$ cat src/rtl/mdu_hilo.sv
// mdu_hilo: iterative multiply/divide unit feeding the HI/LO registers.
// Radix-2 shift/add multiply and restoring shift/subtract divide, STEPS
// iterations per clock, with a final sign-fixup cycle.
//
// Ports:
//   clk      - rising-edge clock
//   reset    - asynchronous active-low reset
//   start    - launch an operation (sampled only when idle)
//   flush    - abort an operation in progress; beats start when idle
//   op       - 00 MULU, 01 MUL, 10 DIVU, 11 DIV
//   opA      - multiplicand / dividend
//   opB      - multiplier / divisor
//   busy     - operation in flight (stall)
//   done     - one-cycle pulse after HI/LO are written
//   div_zero - sticky: last divide had a zero divisor
//   HIVal    - product high word or remainder
//   LOVal    - product low word or quotient
module mdu_hilo #(
  parameter int unsigned BITS  = 32,
  parameter int unsigned STEPS = 1
) (
  input  logic            clk,
  input  logic            reset,
  input  logic            start,
  input  logic            flush,
  input  logic [1:0]      op,
  input  logic [BITS-1:0] opA,
  input  logic [BITS-1:0] opB,
  output logic            busy,
  output logic            done,
  output logic            div_zero,
  output logic [BITS-1:0] HIVal,
  output logic [BITS-1:0] LOVal
);

  localparam int unsigned NITER = BITS / STEPS;
  localparam int unsigned CW    = $clog2(NITER + 1);

  typedef enum logic [1:0] {
    S_IDLE,
    S_RUN,
    S_FIX
  } state_e;

  state_e            state_q, state_d;
  logic [CW-1:0]     cnt_q, cnt_d;
  logic [2*BITS-1:0] acc_q, acc_d;     // {hi, lo}: {partial, multiplier} or {remainder, quotient}
  logic [BITS-1:0]   opb_q, opb_d;     // |multiplicand| or |divisor|
  logic              is_div_q, is_div_d;
  logic              neg_q_q, neg_q_d; // negate product / quotient
  logic              neg_r_q, neg_r_d; // negate remainder (dividend sign)
  logic              dz_q, dz_d;       // current op is a divide by zero
  logic              done_q, done_d;
  logic              divz_q, divz_d;
  logic [BITS-1:0]   hi_q, hi_d;
  logic [BITS-1:0]   lo_q, lo_d;

  // Operand magnitudes and signs; signs only matter for the signed ops.
  logic            sign_a, sign_b;
  logic [BITS-1:0] mag_a, mag_b;

  always_comb begin
    sign_a = op[0] & opA[BITS-1];
    sign_b = op[0] & opB[BITS-1];
    mag_a  = sign_a ? -opA : opA;
    mag_b  = sign_b ? -opB : opB;
  end

  // STEPS radix-2 iterations applied to the accumulator.
  logic [2*BITS-1:0] step;
  logic [2*BITS:0]   sh;
  logic [BITS:0]     trial;
  logic [BITS:0]     sum;

  always_comb begin
    step  = acc_q;
    sh    = '0;
    trial = '0;
    sum   = '0;
    for (int unsigned i = 0; i < STEPS; i++) begin
      if (is_div_q) begin
        // Restoring division: shift {rem, quo} left, try subtracting divisor.
        sh    = {step, 1'b0};
        trial = sh[2*BITS:BITS] - {1'b0, opb_q};
        if (!trial[BITS]) begin
          step = {trial[BITS-1:0], sh[BITS-1:1], 1'b1};
        end else begin
          step = sh[2*BITS-1:0];
        end
      end else begin
        // Shift-add multiply: conditionally add into the high half, keeping
        // the carry, then shift the whole accumulator right by one.
        sum  = {1'b0, step[2*BITS-1:BITS]} + (step[0] ? {1'b0, opb_q} : {(BITS+1){1'b0}});
        step = {sum, step[BITS-1:1]};
      end
    end
  end

  // Sign fixup for the FIX cycle.
  logic [2*BITS-1:0] prod_fix;
  logic [BITS-1:0]   fix_hi, fix_lo;

  always_comb begin
    prod_fix = neg_q_q ? -acc_q : acc_q;
    if (dz_q) begin
      fix_hi = acc_q[2*BITS-1:BITS];
      fix_lo = '1;
    end else if (is_div_q) begin
      fix_hi = neg_r_q ? -acc_q[2*BITS-1:BITS] : acc_q[2*BITS-1:BITS];
      fix_lo = neg_q_q ? -acc_q[BITS-1:0] : acc_q[BITS-1:0];
    end else begin
      fix_hi = prod_fix[2*BITS-1:BITS];
      fix_lo = prod_fix[BITS-1:0];
    end
  end

  always_comb begin
    state_d  = state_q;
    cnt_d    = cnt_q;
    acc_d    = acc_q;
    opb_d    = opb_q;
    is_div_d = is_div_q;
    neg_q_d  = neg_q_q;
    neg_r_d  = neg_r_q;
    dz_d     = dz_q;
    done_d   = 1'b0;
    divz_d   = divz_q;
    hi_d     = hi_q;
    lo_d     = lo_q;
    unique case (state_q)
      S_IDLE: begin
        if (start && !flush) begin
          is_div_d = op[1];
          neg_q_d  = sign_a ^ sign_b;
          neg_r_d  = sign_a;
          opb_d    = mag_b;
          cnt_d    = CW'(NITER);
          divz_d   = 1'b0;
          if (op[1] && (opB == '0)) begin
            // Raw dividend parked in the high half so FIX can return it as-is.
            dz_d    = 1'b1;
            acc_d   = {opA, {BITS{1'b1}}};
            state_d = S_FIX;
          end else begin
            dz_d    = 1'b0;
            acc_d   = {{BITS{1'b0}}, mag_a};
            state_d = S_RUN;
          end
        end
      end
      S_RUN: begin
        if (flush) begin
          state_d = S_IDLE;
        end else begin
          acc_d = step;
          cnt_d = cnt_q - CW'(1);
          if (cnt_q == CW'(1)) begin
            state_d = S_FIX;
          end
        end
      end
      S_FIX: begin
        state_d = S_IDLE;
        if (!flush) begin
          hi_d   = fix_hi;
          lo_d   = fix_lo;
          done_d = 1'b1;
          divz_d = dz_q;
        end
      end
      default: state_d = S_IDLE;
    endcase
  end

  always_ff @(posedge clk or negedge reset) begin
    if (!reset) begin
      state_q  <= S_IDLE;
      cnt_q    <= '0;
      acc_q    <= '0;
      opb_q    <= '0;
      is_div_q <= 1'b0;
      neg_q_q  <= 1'b0;
      neg_r_q  <= 1'b0;
      dz_q     <= 1'b0;
      done_q   <= 1'b0;
      divz_q   <= 1'b0;
      hi_q     <= '0;
      lo_q     <= '0;
    end else begin
      state_q  <= state_d;
      cnt_q    <= cnt_d;
      acc_q    <= acc_d;
      opb_q    <= opb_d;
      is_div_q <= is_div_d;
      neg_q_q  <= neg_q_d;
      neg_r_q  <= neg_r_d;
      dz_q     <= dz_d;
      done_q   <= done_d;
      divz_q   <= divz_d;
      hi_q     <= hi_d;
      lo_q     <= lo_d;
    end
  end

  assign busy     = (state_q != S_IDLE);
  assign done     = done_q;
  assign div_zero = divz_q;
  assign HIVal    = hi_q;
  assign LOVal    = lo_q;

endmodule

$ cat config.mk
export PLATFORM = sky130hd
export DESIGN_NAME = mdu_hilo
export DESIGN_NICKNAME = d
export VERILOG_FILES = /design/src/rtl/mdu_hilo.sv
export SDC_FILE = /design/constraint.sdc
export NUM_CORES = 1
export LEC_CHECK = 0
export ABC_CLOCK_PERIOD_IN_PS = 10500
export BUFFER_PORTS_ARGS = -buffer_cell sky130_fd_sc_hd__buf_2
export CELL_PAD_IN_SITES_DETAIL_PLACEMENT = 1
export CELL_PAD_IN_SITES_GLOBAL_PLACEMENT = 1
export CORE_UTILIZATION = 49
export CTS_CLUSTER_SIZE = 12
export DETAILED_ROUTE_END_ITERATION = 16
export PLACE_DENSITY = 0.91
export SETUP_SLACK_MARGIN = 0.05
export SLEW_MARGIN = 15
export SYNTH_ARGS = -nofsm -noshare
export SYNTH_HDL_FRONTEND = slang
export SYNTH_SLANG_ARGS = --single-unit
$ cat constraint.sdc
create_clock -name clk -period 10.5 [get_ports clk]
set_input_delay 2.1 -clock clk [delete_from_list [all_inputs] [get_ports clk]]
set_output_delay 2.1 -clock clk [all_outputs]
set_load 0.05 [all_outputs]
==> After elaboration in Yosys (flattened, before gate mapping) <==
Index checks and enable logic that the tools add are counted.
{ "word_totals": {"regBits": 174, "input_bits": 70} }
{ "classes": {"addsub": 8, "n_eq_ne": 7, "muxes": 30, "bitwise_logic": 4, "reduce_logical": 13} }
{ "ops": {"columns": ["op", "count"], "rows": [
  ["$mux W64", 6],
  ["$mux W32", 9],
  ["$neg A32 Y32", 4],
  ["$pmux W64 S2", 1],
  ["$neg A64 Y64", 1],
  ["$add A32 B32 Y33", 1],
  ["$sub A33 B32 Y33", 1],
  ["$logic_not A32 Y1", 1],
  ["$mux W6", 2],
  ["$pmux W6 S2", 1],
  ["$mux W2", 4],
  ["$eq A6 B1 Y1 const B", 1],
  ["$ne A2 B2 Y1 const B", 3],
  ["$reduce_and A2 Y1", 3],
  ["$reduce_and A3 Y1", 2],
  ["$reduce_bool A2 Y1", 3],
  ["$sub A6 B1 Y6 const B", 1],
  ["$mux W1", 5],
  ["$pmux W2 S2", 1],
  ["$ne A3 B3 Y1 const B", 1],
  ["$and A1 B1 Y1", 2],
  ["$eq A2 B1 Y1 const B", 1],
  ["$eq A2 B2 Y1 const B", 1],
  ["$logic_and A1 B1 Y1", 2],
  ["other kinds (5)", 5]
]} }

==> Depth between registers and ports, before layout <==
{ "depth": {"word_depth": 5, "depth_mapped": 15, "mapped_depth_nobuf": 13} }

==> Least setup slack after synthesis <==
Ideal clock, no wire load.
{ "synth_timing": {"path_type": "input to register", "from": "input port opB[12]", "to": "register acc_q[58]", "setup_time_ns": 0.082, "t_arrival_ns": 4.822, "slack_ns": 5.596, "cell_stages": 12, "n_path_buf": 2, "path_cell_list": "or4_1 > nor4_1 > and3b_1 > nand2_1 > nor4_2 > and2_0 > clkbuf_1 > clkbuf_1 > nand3_1 > nand3_1 > o31ai_1 > a31oi_1"} }
{ "synth_between": {"elab_chain_len": 5} }
{ "synth_lines": {"columns": ["item", "line_no", "source"], "rows": [
  ["start, declared", "28", "input logic [BITS-1:0] opB,"],
  ["$logic_not A32 Y1", "139", "if (op[1] && (opB == '0)) begin"],
  ["$logic_and A1 B1 Y1", "139", null],
  ["$mux W64", "139", null],
  ["$mux W64", "132", "if (start && !flush) begin"],
  ["$pmux W64 S2", "130", "unique case (state_q)"],
  ["end signal, assigned", "179", "acc_q <= '0;"],
  ["end signal, assigned", "192", "acc_q <= acc_d;"],
  ["end, declared", "47", "logic [2*BITS-1:0] acc_q, acc_d;"]
]} }
Every way passes these cells. The select of a mux whose other input is x is not followed.
A chain may end at the register's enable or synchronous reset.

==> Worst setup path in the final report <==
{ "layout_timing": {"from": "input port opB[2]", "to": "register acc_q[63]"} }
The elaborated chain is that of the path after synthesis.

==> impl_metrics.ini <==
[run_status]
status = completed

[grt]
grt_overflow = 0
grt_pass1_vias = 14900
grt_pass1_wl_um = 82900
grt_max_degree = 79
antenna_found_initial = 2
grt.total_usage_pct = 35.1

[finish]
final_util_pct = 55.2
area_delta_synth_final_pct = 10.7
final_area_sq_um = 15900
nets = 1991
drive_above_1_share_pct = 12.1

[synth]
muxShareOfSynthArea_pct = 4.31
synth_top_area_cell = dfrtp_1
synth_edf_count = 0
synth_compound_area_share_pct = 25.3
yosys-top-cells-area = dfrtp_1, a21oi_1, ha_1
synthCells = 1790
synth_xor_area_share_pct = 10.9
ys_seq_elements = 174
synth_top_family_by_area = compound AO/OA/AOI/OAI gates
synth_top_area_share_pct = 30.3
synth_cell_types = 75
syn_nets = 1932
yosys_warnings = 0
synth_area_per_cell_sq_um = 8.02
synth_simple_gate_area_share_pct = 18.2
synth_fa_ha_area_share_pct = 6.38
synth-seq-area-share_pct = 30.3
syn-cell-area_sq_um = 14400
async_reset_ff_share_pct = 100
synth_ff_type = dfrtp_1

[timing]
setup_viol = 0
fin_crit_ps = 5390
slew_violations = 0
worst_pin_slew_ps = 1200
fin_tns_setup_ps = 0
max_freq_mhz = 186
maxSlewHeadroom_pct = 20.0
rsz0062_at_grt = no
fin_crit_sh_pct = 51.3
hold_viol_final = 0
skew_ps = 13.0

[floorplan]
die_x_um = 173
core_area_sq_um = 28800
num_rows = 62
initial_core_util_pct = 49.9
die_area_sq_um = 30000
io_pins = 137
fp.dieH_um = 173

[hold_path]
hold_path_class = register to register
holdPathStages = 2
holdCritStartpoint = HIVal[18]
holdPathEnd = HIVal[18]

[clock_network]
postCtsHoldBufs = 0
cts.htree.levels = 4
cts_root_buf = clkbuf_16
clockBufferDepth = 2
cts_setup_buffers = 0
cts.sinks = 174
cts_resized = 0
cts_tree = done
cts_buffers = 17
clkTransAtPathRegs_ps = 80
clkLatencyLatePin_ps = 450

[placed_design]
place_area_sq_um = 15300
dp_hpwl_um = 39100
gp_congestion = 0.977
portBuffers = 136

[worst_setup_path]
reg2reg_setup_slack_ps = 5430
cp_top_family = simple AND/OR/NAND/NOR gates
worst_setup_path_end_kind = register
cp_slowest_cell = and2_0
cpMostUsedCell = a21oi_1
r2r_end = acc_q[60]
max_stage_delay_ps = 730
crit_buf_inv = 2
path_class = primary input to register
cp_cell_sequence = buf_2 > nor4_1 > nand4bb_1 > and3b_1 > nand2_1 > nor4_4 > buf_4 > and2_0 > a21oi_1 > o31ai_1 > o221ai_1 > a21oi_1
crit_path_start = opB[2]
reg2reg_from = acc_q[32]
arrival_ps = 5770
r2r_cells = 13
critPathRequiredTime_ps = 10880
critPathLaunchType = primary input
crit_fanout = 35

[power]
total_power_uw = 4850
power_density_nw_per_um2 = 305
power.switching_uw = 2540
ir_drop_mv = 0.159
leakage_uw = 0.00711
power_frac_seq_pct = 26.8
clockPowerShare_pct = 14.2
p_comb_share_pct = 58.9
internal-power_uw = 2310
swShare_pct = 52.5

[route]
drt-wirelength-per-cell_um = 23.3
ant_nets = 0
firstDrtPassIters = 5
drt-total-wl_um = 52400
viasPerCell = 6.45
via_count = 14500
drt_iter0_drc = 1116
drc = 0

[flow_run]
drv_cap = 0
cell type report:
| type | instances | area, sq um |
|---|---|---|
| clock buffer | 18 | 429 |
| timing repair buffer | 155 | 830 |
| fill | 3544 | 12900 |
| sequential | 174 | 4360 |
| clock inverter | 14 | 175 |
| inverter | 61 | 229 |
| tap | 384 | 480 |
| antenna | 2 | 5.00 |
| multi-input combinational | 1440 | 9380 |
Yosys cell counts, types with 9 or more instances:
| master | number |
|---|---|
| nand2_1 | 213 |
| a21oi_1 | 180 |
| dfrtp_1 | 174 |
| o21ai_0 | 138 |
| nor2_1 | 136 |
| clkbuf_1 | 110 |
| xnor2_1 | 90 |
| xor2_1 | 89 |
| ha_1 | 70 |
| inv_1 | 60 |
| a21o_1 | 46 |
| mux2i_1 | 46 |
| nand3_1 | 45 |
| o31ai_1 | 34 |
| a221oi_1 | 28 |
| nor3_1 | 27 |
| nand2b_1 | 21 |
| a31oi_1 | 20 |
| nor4_1 | 19 |
| or4_1 | 19 |
| mux2_2 | 14 |
| o311ai_0 | 14 |
| o21bai_1 | 13 |
| o211ai_1 | 12 |
| o21a_1 | 11 |
| o41ai_1 | 11 |
| nand4_1 | 10 |
| or3_1 | 10 |
| a211oi_1 | 9 |
| nor2b_1 | 9 |
| o21ai_1 | 9 |
power groups by stage:
| stage | combinational (uW) | clock, uW | sequential, uW |
|---|---|---|---|
| final | 2860 | 691 | 1300 |
| after global routing | 3090 | 718 | 1320 |
| after CTS | 2810 | 694 | 1280 |
| after detailed placement | 2780 | 0 | 1280 |
| after global placement | 2680 | 0 | 1260 |
| after floorplan | 1940 | 0 | 1260 |
how the worst max path moves through the flow:
stage,to,slack (ps),cells after the start
after floorplan,acc_q[58],5600,12
after global placement,acc_q[63],4910,12
after detailed placement,acc_q[63],4690,12
after CTS,acc_q[63],5160,12
after global routing,acc_q[63],4950,12
final,acc_q[63],5110,12
cell usage in the layout (no fill, tap or decap), drive strengths merged, types with 14 or more instances in the layout:
master	instances
xnor2	90
nand3	45
ha	70
inv	69
clkbuf	18
xor2	89
a221oi	28
a31oi	20
nand2b	21
or4	25
o21ai	147
dfrtp	174
nand2	213
nor2	137
o31ai	34
mux2	14
o311ai	14
mux2i	46
a21o	46
buf	155
nor4	21
a21oi	181
nor3	27
cell families (layout without fill, tap and decap cells):
kind of cell | Yosys count | after routing
XOR/XNOR | 179 | 179
adder cells (fa/ha/maj) | 72 | 72
AND/OR/NAND/NOR | 553 | 553
AO/OA/AOI/OAI | 576 | 576
buffers and inverters | 176 | 248
flip-flops | 174 | 174
other | 0 | 2
multiplexers | 60 | 60
layer usage:
layer / track usage, % / wire length, um / vias up
li1: - / - / 6593
met1: 43.2 / 21300 / 7146
met2: 57.6 / 24600 / 591
met3: 6.75 / 3520 / 179
met4: 19.9 / 2960 / 0
met5: 0 / 0 / -
worst reg2reg max path, cell delays in order, from the launching register on:
cell and delay (ps):
dfrtp_1 590, inv_1 220, fa_1 470, nand2b_1 200, a21oi_1 260, o2111ai_1 330, o21ai_0 360, a21oi_1 230
o31ai_1 670, xor2_2 320, buf_4 460, mux2_2 420, a221oi_1 280, a21oi_1 120
sequential cells by signal, summed over array words and instances, names as in the netlist:
register  flops
neg_q_q       1
acc_q        64
done          1
dz_q          1
cnt_q         6
div_zero      1
HIVal        32
LOVal        32
state_q       2
opb_q        32
neg_r_q       1
is_div_q      1
metrics by stage:
stage | hold slack, ps | worst slack (ps) | instances
after global placement | 455 | 4910 | 2214
after floorplan | 450 | 5600 | 1790
after global routing | 497 | 4950 | 2247
after detailed placement | 466 | 4690 | 2214
after CTS | 482 | 5160 | 2246
final | 475 | 5110 | 2248
Note: power is estimated with default switching activity, not from simulation.
